**src/rtl/mod_addsub_pipe.sv**
```systemverilog
// Two-stage modular add/subtract pipeline, LANES x 24-bit, with 12-bit split or
// 24-bit field modes, per-lane operand delay lines and a sticky range flag.
module mod_addsub_pipe #(
    parameter int unsigned LANES = 2,
    parameter int unsigned DLY_A = 6,
    parameter int unsigned DLY_B = 7,
    parameter int unsigned KQ    = 3329,
    parameter int unsigned DQ    = 8380417
) (
    input  logic                  clk,
    input  logic                  rst,
    input  logic                  in_valid,
    output logic                  in_ready,
    input  logic [1:0]            mode,
    input  logic                  sel_a_dly,
    input  logic                  sel_b_dly,
    input  logic [24*LANES-1:0]   a,
    input  logic [24*LANES-1:0]   b,
    output logic                  out_valid,
    input  logic                  out_ready,
    output logic [24*LANES-1:0]   sum,
    output logic                  range_err
);

    localparam logic [12:0] KQ13 = 13'(KQ);
    localparam logic [24:0] DQ25 = 25'(DQ);

    logic en;
    logic xfer;

    logic [23:0] dla_q [LANES][DLY_A];
    logic [23:0] dla_d [LANES][DLY_A];
    logic [23:0] dlb_q [LANES][DLY_B];
    logic [23:0] dlb_d [LANES][DLY_B];
    logic [23:0] op_a  [LANES];
    logic [23:0] op_b  [LANES];

    logic        s1_valid_q, s1_valid_d;
    logic [1:0]  s1_mode_q,  s1_mode_d;
    logic [12:0] s1_hi_q [LANES];
    logic [12:0] s1_hi_d [LANES];
    logic [12:0] s1_lo_q [LANES];
    logic [12:0] s1_lo_d [LANES];
    logic [24:0] s1_w_q  [LANES];
    logic [24:0] s1_w_d  [LANES];

    logic                s2_valid_q, s2_valid_d;
    logic [24*LANES-1:0] s2_sum_q,   s2_sum_d;
    logic                range_err_q, range_err_d;
    logic                oor;

    // Nothing is accepted while reset is held, so in_ready is gated by rst.
    always_comb begin
        en       = rst & (~s2_valid_q | out_ready);
        in_ready = en;
        xfer     = in_valid & en;
    end

    always_comb begin
        dla_d = dla_q;
        dlb_d = dlb_q;
        for (int unsigned l = 0; l < LANES; l++) begin
            op_a[l] = sel_a_dly ? dla_q[l][DLY_A-1] : a[24*l +: 24];
            op_b[l] = sel_b_dly ? dlb_q[l][DLY_B-1] : b[24*l +: 24];
            if (xfer) begin
                for (int unsigned k = 1; k < DLY_A; k++) dla_d[l][k] = dla_q[l][k-1];
                for (int unsigned k = 1; k < DLY_B; k++) dlb_d[l][k] = dlb_q[l][k-1];
                dla_d[l][0] = a[24*l +: 24];
                dlb_d[l][0] = b[24*l +: 24];
            end
        end
    end

    // Stage 1: raw sum/difference with carry/borrow kept in the extra MSB.
    always_comb begin
        s1_valid_d = s1_valid_q;
        s1_mode_d  = s1_mode_q;
        s1_hi_d    = s1_hi_q;
        s1_lo_d    = s1_lo_q;
        s1_w_d     = s1_w_q;
        oor        = 1'b0;
        if (en) s1_valid_d = in_valid;
        if (xfer) s1_mode_d = mode;
        for (int unsigned l = 0; l < LANES; l++) begin
            if (mode[1]) begin
                oor = oor | ({1'b0, op_a[l]} >= DQ25) | ({1'b0, op_b[l]} >= DQ25);
            end else begin
                oor = oor | ({1'b0, op_a[l][23:12]} >= KQ13) | ({1'b0, op_a[l][11:0]} >= KQ13)
                          | ({1'b0, op_b[l][23:12]} >= KQ13) | ({1'b0, op_b[l][11:0]} >= KQ13);
            end
            if (xfer) begin
                s1_hi_d[l] = {1'b0, op_a[l][23:12]} + {1'b0, op_b[l][23:12]};
                s1_lo_d[l] = mode[0] ? ({1'b0, op_a[l][11:0]} + {1'b0, op_b[l][11:0]})
                                     : ({1'b0, op_a[l][11:0]} - {1'b0, op_b[l][11:0]});
                s1_w_d[l]  = mode[0] ? ({1'b0, op_a[l]} - {1'b0, op_b[l]})
                                     : ({1'b0, op_a[l]} + {1'b0, op_b[l]});
            end
        end
        range_err_d = range_err_q | (xfer & oor);
    end

    // Stage 2: one conditional correction per field.
    always_comb begin
        logic [11:0] hi_c;
        logic [11:0] lo_c;
        logic [23:0] w_c;
        s2_valid_d = s2_valid_q;
        s2_sum_d   = s2_sum_q;
        if (en) s2_valid_d = s1_valid_q;
        for (int unsigned l = 0; l < LANES; l++) begin
            hi_c = (s1_hi_q[l] >= KQ13) ? 12'(s1_hi_q[l] - KQ13) : s1_hi_q[l][11:0];
            if (s1_mode_q[0]) begin
                lo_c = (s1_lo_q[l] >= KQ13) ? 12'(s1_lo_q[l] - KQ13) : s1_lo_q[l][11:0];
                w_c  = s1_w_q[l][24] ? 24'(s1_w_q[l] + DQ25) : s1_w_q[l][23:0];
            end else begin
                lo_c = s1_lo_q[l][12] ? 12'(s1_lo_q[l] + KQ13) : s1_lo_q[l][11:0];
                w_c  = (s1_w_q[l] >= DQ25) ? 24'(s1_w_q[l] - DQ25) : s1_w_q[l][23:0];
            end
            if (en && s1_valid_q) begin
                s2_sum_d[24*l +: 24] = s1_mode_q[1] ? w_c : {hi_c, lo_c};
            end
        end
    end

    always_ff @(posedge clk or negedge rst) begin
        if (!rst) begin
            for (int unsigned l = 0; l < LANES; l++) begin
                for (int unsigned k = 0; k < DLY_A; k++) dla_q[l][k] <= '0;
                for (int unsigned k = 0; k < DLY_B; k++) dlb_q[l][k] <= '0;
                s1_hi_q[l] <= '0;
                s1_lo_q[l] <= '0;
                s1_w_q[l]  <= '0;
            end
            s1_valid_q  <= 1'b0;
            s1_mode_q   <= '0;
            s2_valid_q  <= 1'b0;
            s2_sum_q    <= '0;
            range_err_q <= 1'b0;
        end else begin
            dla_q       <= dla_d;
            dlb_q       <= dlb_d;
            s1_hi_q     <= s1_hi_d;
            s1_lo_q     <= s1_lo_d;
            s1_w_q      <= s1_w_d;
            s1_valid_q  <= s1_valid_d;
            s1_mode_q   <= s1_mode_d;
            s2_valid_q  <= s2_valid_d;
            s2_sum_q    <= s2_sum_d;
            range_err_q <= range_err_d;
        end
    end

    assign out_valid = s2_valid_q;
    assign sum       = s2_sum_q;
    assign range_err = range_err_q;

endmodule

```
**config.mk**
```make
export PLATFORM = sky130hd
export DESIGN_NAME = mod_addsub_pipe
export DESIGN_NICKNAME = d
export VERILOG_FILES = /design/src/rtl/mod_addsub_pipe.sv
export SDC_FILE = /design/constraint.sdc
export NUM_CORES = 2
export LEC_CHECK = 0
export ABC_AREA = 1
export BUFFER_PORTS_ARGS = -buffer_cell sky130_fd_sc_hd__buf_2
export CORE_MARGIN = 8
export CORE_UTILIZATION = 40
export CTS_CLUSTER_SIZE = 10
export DETAILED_ROUTE_END_ITERATION = 8
export GPL_ROUTABILITY_DRIVEN = 1
export GPL_TIMING_DRIVEN = 0
export PLACE_DENSITY = 0.61
export SLEW_MARGIN = 0
export SYNTH_ARGS = -nofsm -noshare
export SYNTH_HDL_FRONTEND = slang
export SYNTH_SLANG_ARGS = --single-unit
```
**constraint.sdc**
```tcl
create_clock -name clk -period 3.62 [get_ports clk]
set_input_delay 0.181 -clock clk [delete_from_list [all_inputs] [get_ports clk]]
set_output_delay 0.181 -clock clk [all_outputs]
set_load 0.01 [all_outputs]
```
==> impl_metrics.toml <==
[clocking]
tritoncts = "built"
cts_made_buffers = 92
clkTransAtPathRegs_ns = 0.05
cts_max_level = 3
numClockSinks = 777
cts_buffer_depth = 3
clk_latency_ns = 0.69
ctsRootBufferMaster = "clkbuf_16"

[placed_design]
dp_cells = 7556
place_congestion = 0.964
io_buffers = 153
post-dp-hpwl_um = 114000
pre_cts_ws_ns = -1.59

[route]
firstDrtPassIters = 6
routedWlPerCell_um = 19.0
post_drt_via_cell_ratio = 5.09
antenna_left = 0
drt_iter0_markers = 3326
drt_wl_total_um = 148000
vias = 39600
drc = 0

[cells_and_area]
fillers = 10900
mostFrequentLayoutCells = "nand2_1 (2,814), dfrtp_1 (777), inv_1 (422)"
instances_no_fill = 7779
mostFrequentLayoutCell = "nand2_1"
drive_above_1_share = 0.0774
final_nets = 6572
area_growth_pct = 16.0

[synth]
ys_seq_area_frac = 0.455
syn-num-nets = 6216
async_flop_share = 1.00
synth.cell_area_sq_um = 42700
syn_inst = 5990
ys_types = 56
syn_avg_cell_area_sq_um = 7.13
ys_warn_count = 0
synth_ff_type = "dfrtp_1"
synth_edf_count = 0
ys_ff_latch = 777

[grt]
first_global_vias = 38000
grt_pass1_wl_um = 229000
antenna_found_initial = 4
track_usage = 0.250
grt_max_degree = 116
globalRouteOverflowTotal = 0

[die]
coreArea_sq_um = 106000
initial_core_util = 0.401
rows = 120
io_pins = 155
dieArea_sq_um = 117000
dieHeight_um = 343
die_x_um = 343

[worst_hold_path]
min_path_type = "in2async"

[critical_path]
worstPathRequired_ns = 4.15
worst-r2r-setup-slack_ns = 0.17
path_class = "in2reg"
crit_path_start_kind = "primary input"
crit_chain = "buf_2 > inv_1 > clkbuf_1 > clkbuf_1 > nand2_1 > o21ai_1 > inv_1 > fa_1 > nand3_1 > nand2_1 > inv_1 > o21ai_1 > nand4_1 > nand2_1 > o21ai_0 > o21ai_0"
slowest_stage = "clkbuf_1"
crit_arrival_ns = 3.98
path_delay_family = "buffers and inverters"
cp_num_buf_inv = 6
cp_max_fo = 10
end_kind = "flip-flop"
cpPeakStageDelay_ns = 0.69

[pwr]
ir_drop_mv = 0.366
leakage_nw = 25.9
p_total_mw = 34.7
p_per_area_nw_per_um2 = 700

[timing]
layout_setup_ws_ns = 0.172
max_slew_margin = 0.0988
fin_hold_ws_ns = 0.203
fmax_ghz = 0.290
final-hold-violation-count = 0
fin_crit_ns = 3.45
rsz0062_at_grt = "yes"
period_share = 0.952
fin_setup_tns_ns = 0
slew_violations = 0
tightest_slew_ns = 1.34
finalSetupViolCount = 0
finalClockSkew_ns = 0.0365

[job]
max_cap_violations = 0

[status]
status = "completed"
-- per-stage QoR --
step           utilization  instance area [sq um]
6_report             0.465                  49500
5_1_grt              0.465                  49500
4_1_cts              0.463                  49200
3_5_place_dp         0.427                  45400
3_3_place_gp         0.425                  45200
2_1_floorplan            -                  42700
-- cells by family after synthesis --
| logic type | Yosys count | synth area share |
|---|---|---|
| compound gates | 725 | 0.0905 |
| xor+xnor | 106 | 0.0217 |
| fa+ha+maj | 122 | 0.0368 |
| buf+inv | 704 | 0.0659 |
| flops | 777 | 0.455 |
| simple gates | 3556 | 0.330 |
-- metal layers --
metal | vias to the layer above | track usage | share of wire | wire length (um)
li1 | 19500 | - | - | -
met1 | 18600 | 0.356 | 0.47 | 69200
met2 | 1199 | 0.392 | 0.44 | 64700
met3 | 251 | 0.0352 | 0.061 | 8950
met4 | 0 | 0.0783 | 0.035 | 5110
met5 | - | 0 | 0 | 0
-- state kept, by name, indices dropped and copies added, names as in the netlist --
| register | cells |
|---|---|
| s1_mode_q | 2 |
| range_err | 1 |
| s1_valid_q | 1 |
| s1_hi_q | 26 |
| out_valid | 1 |
| dlb_q | 336 |
| sum | 48 |
| s1_lo_q | 26 |
| s1_w_q | 48 |
| dla_q | 288 |
-- where the power goes --
group          total (mW)  switching (mW)  internal (mW)
clock network        8.42            3.60           4.82
logic                13.1            8.91           4.21
registers            13.1            1.76           11.4
total                34.7            14.3           20.4
-- Yosys cell counts (6+ instances only) --
| library cell | count | area (sq um) |
|---|---|---|
| a21boi_0 | 9 | 67.6 |
| xor2_1 | 90 | 788 |
| fa_1 | 6 | 120 |
| dfrtp_1 | 777 | 19400 |
| clkinv_1 | 9 | 33.8 |
| o21a_1 | 7 | 52.6 |
| nand4_1 | 47 | 294 |
| ha_1 | 116 | 1450 |
| o21bai_1 | 10 | 75.1 |
| buf_1 | 14 | 52.6 |
| nand3b_1 | 6 | 45.0 |
| nand3_1 | 253 | 1270 |
| nor2_1 | 319 | 1200 |
| clkbuf_1 | 175 | 657 |
| nand2_1 | 2815 | 10600 |
| a31oi_1 | 7 | 43.8 |
| or2_2 | 21 | 131 |
| a21oi_1 | 200 | 1000 |
| o21ai_1 | 18 | 90.1 |
| buf_2 | 68 | 340 |
| buf_6 | 10 | 113 |
| nor3_1 | 60 | 300 |
| o31ai_1 | 6 | 45.0 |
| o21ai_0 | 411 | 2060 |
| nor4_1 | 11 | 68.8 |
| xnor2_1 | 16 | 140 |
| o22ai_1 | 16 | 100 |
| inv_1 | 423 | 1590 |
| a21o_1 | 8 | 60.1 |
-- area by class of cell --
cell class	instances	area, sq um	area share
Clock buffer	108	2450	0.0495
Sequential cell	777	19400	0.393
Multi-Input combinational cell	4509	20800	0.419
Clock inverter	13	168	0.00339
Inverter	435	1640	0.0330
Timing Repair Buffer	272	2140	0.0432
Antenna cell	3	7.51	0.000152
Tap cell	1403	1760	0.0354
Buffer	259	1150	0.0233
-- final timing paths --
kind / startpoint / to / cells after the start
setup / recovery: mode[0] / s1_w_q[41] / 16
hold / removal: rst / dla_q[250] / 3
setup reg to reg: dlb_q[171] / s1_w_q[41] / 16
hold reg to reg: dlb_q[77] / dlb_q[53] / 2
max in group asynchronous: rst / s1_w_q[17] / 5
min in group clk: b[41] / dlb_q[161] / 4
-- worst register-to-register path: stages, from the launching register on --
cell and delay [ns]:
dfrtp_1 0.38, nand2_1 0.07, nand2_1 0.16, nor2_1 0.14, nand4_1 0.20, o31ai_1 0.31
xor2_1 0.18, buf_4 0.15, inv_1 0.04, ha_1 0.46, o21ai_0 0.19, a21oi_1 0.21
o21ai_1 0.15, nand4_1 0.10, nand2_1 0.10, o21ai_0 0.35, o21ai_0 0.15
-- what timing repair did --
action | in CTS | in global routing
setup buffers | 1 | 3
gates cloned | 0 | 0
hold buffers | 105 | 0
endpoints found under the hold margin | 172 | 0
pin swaps | 1 | 6
gates resized for setup | 34 | 90
setup endpoints to repair | 635 | 37
(Power assumes the default switching activity.)
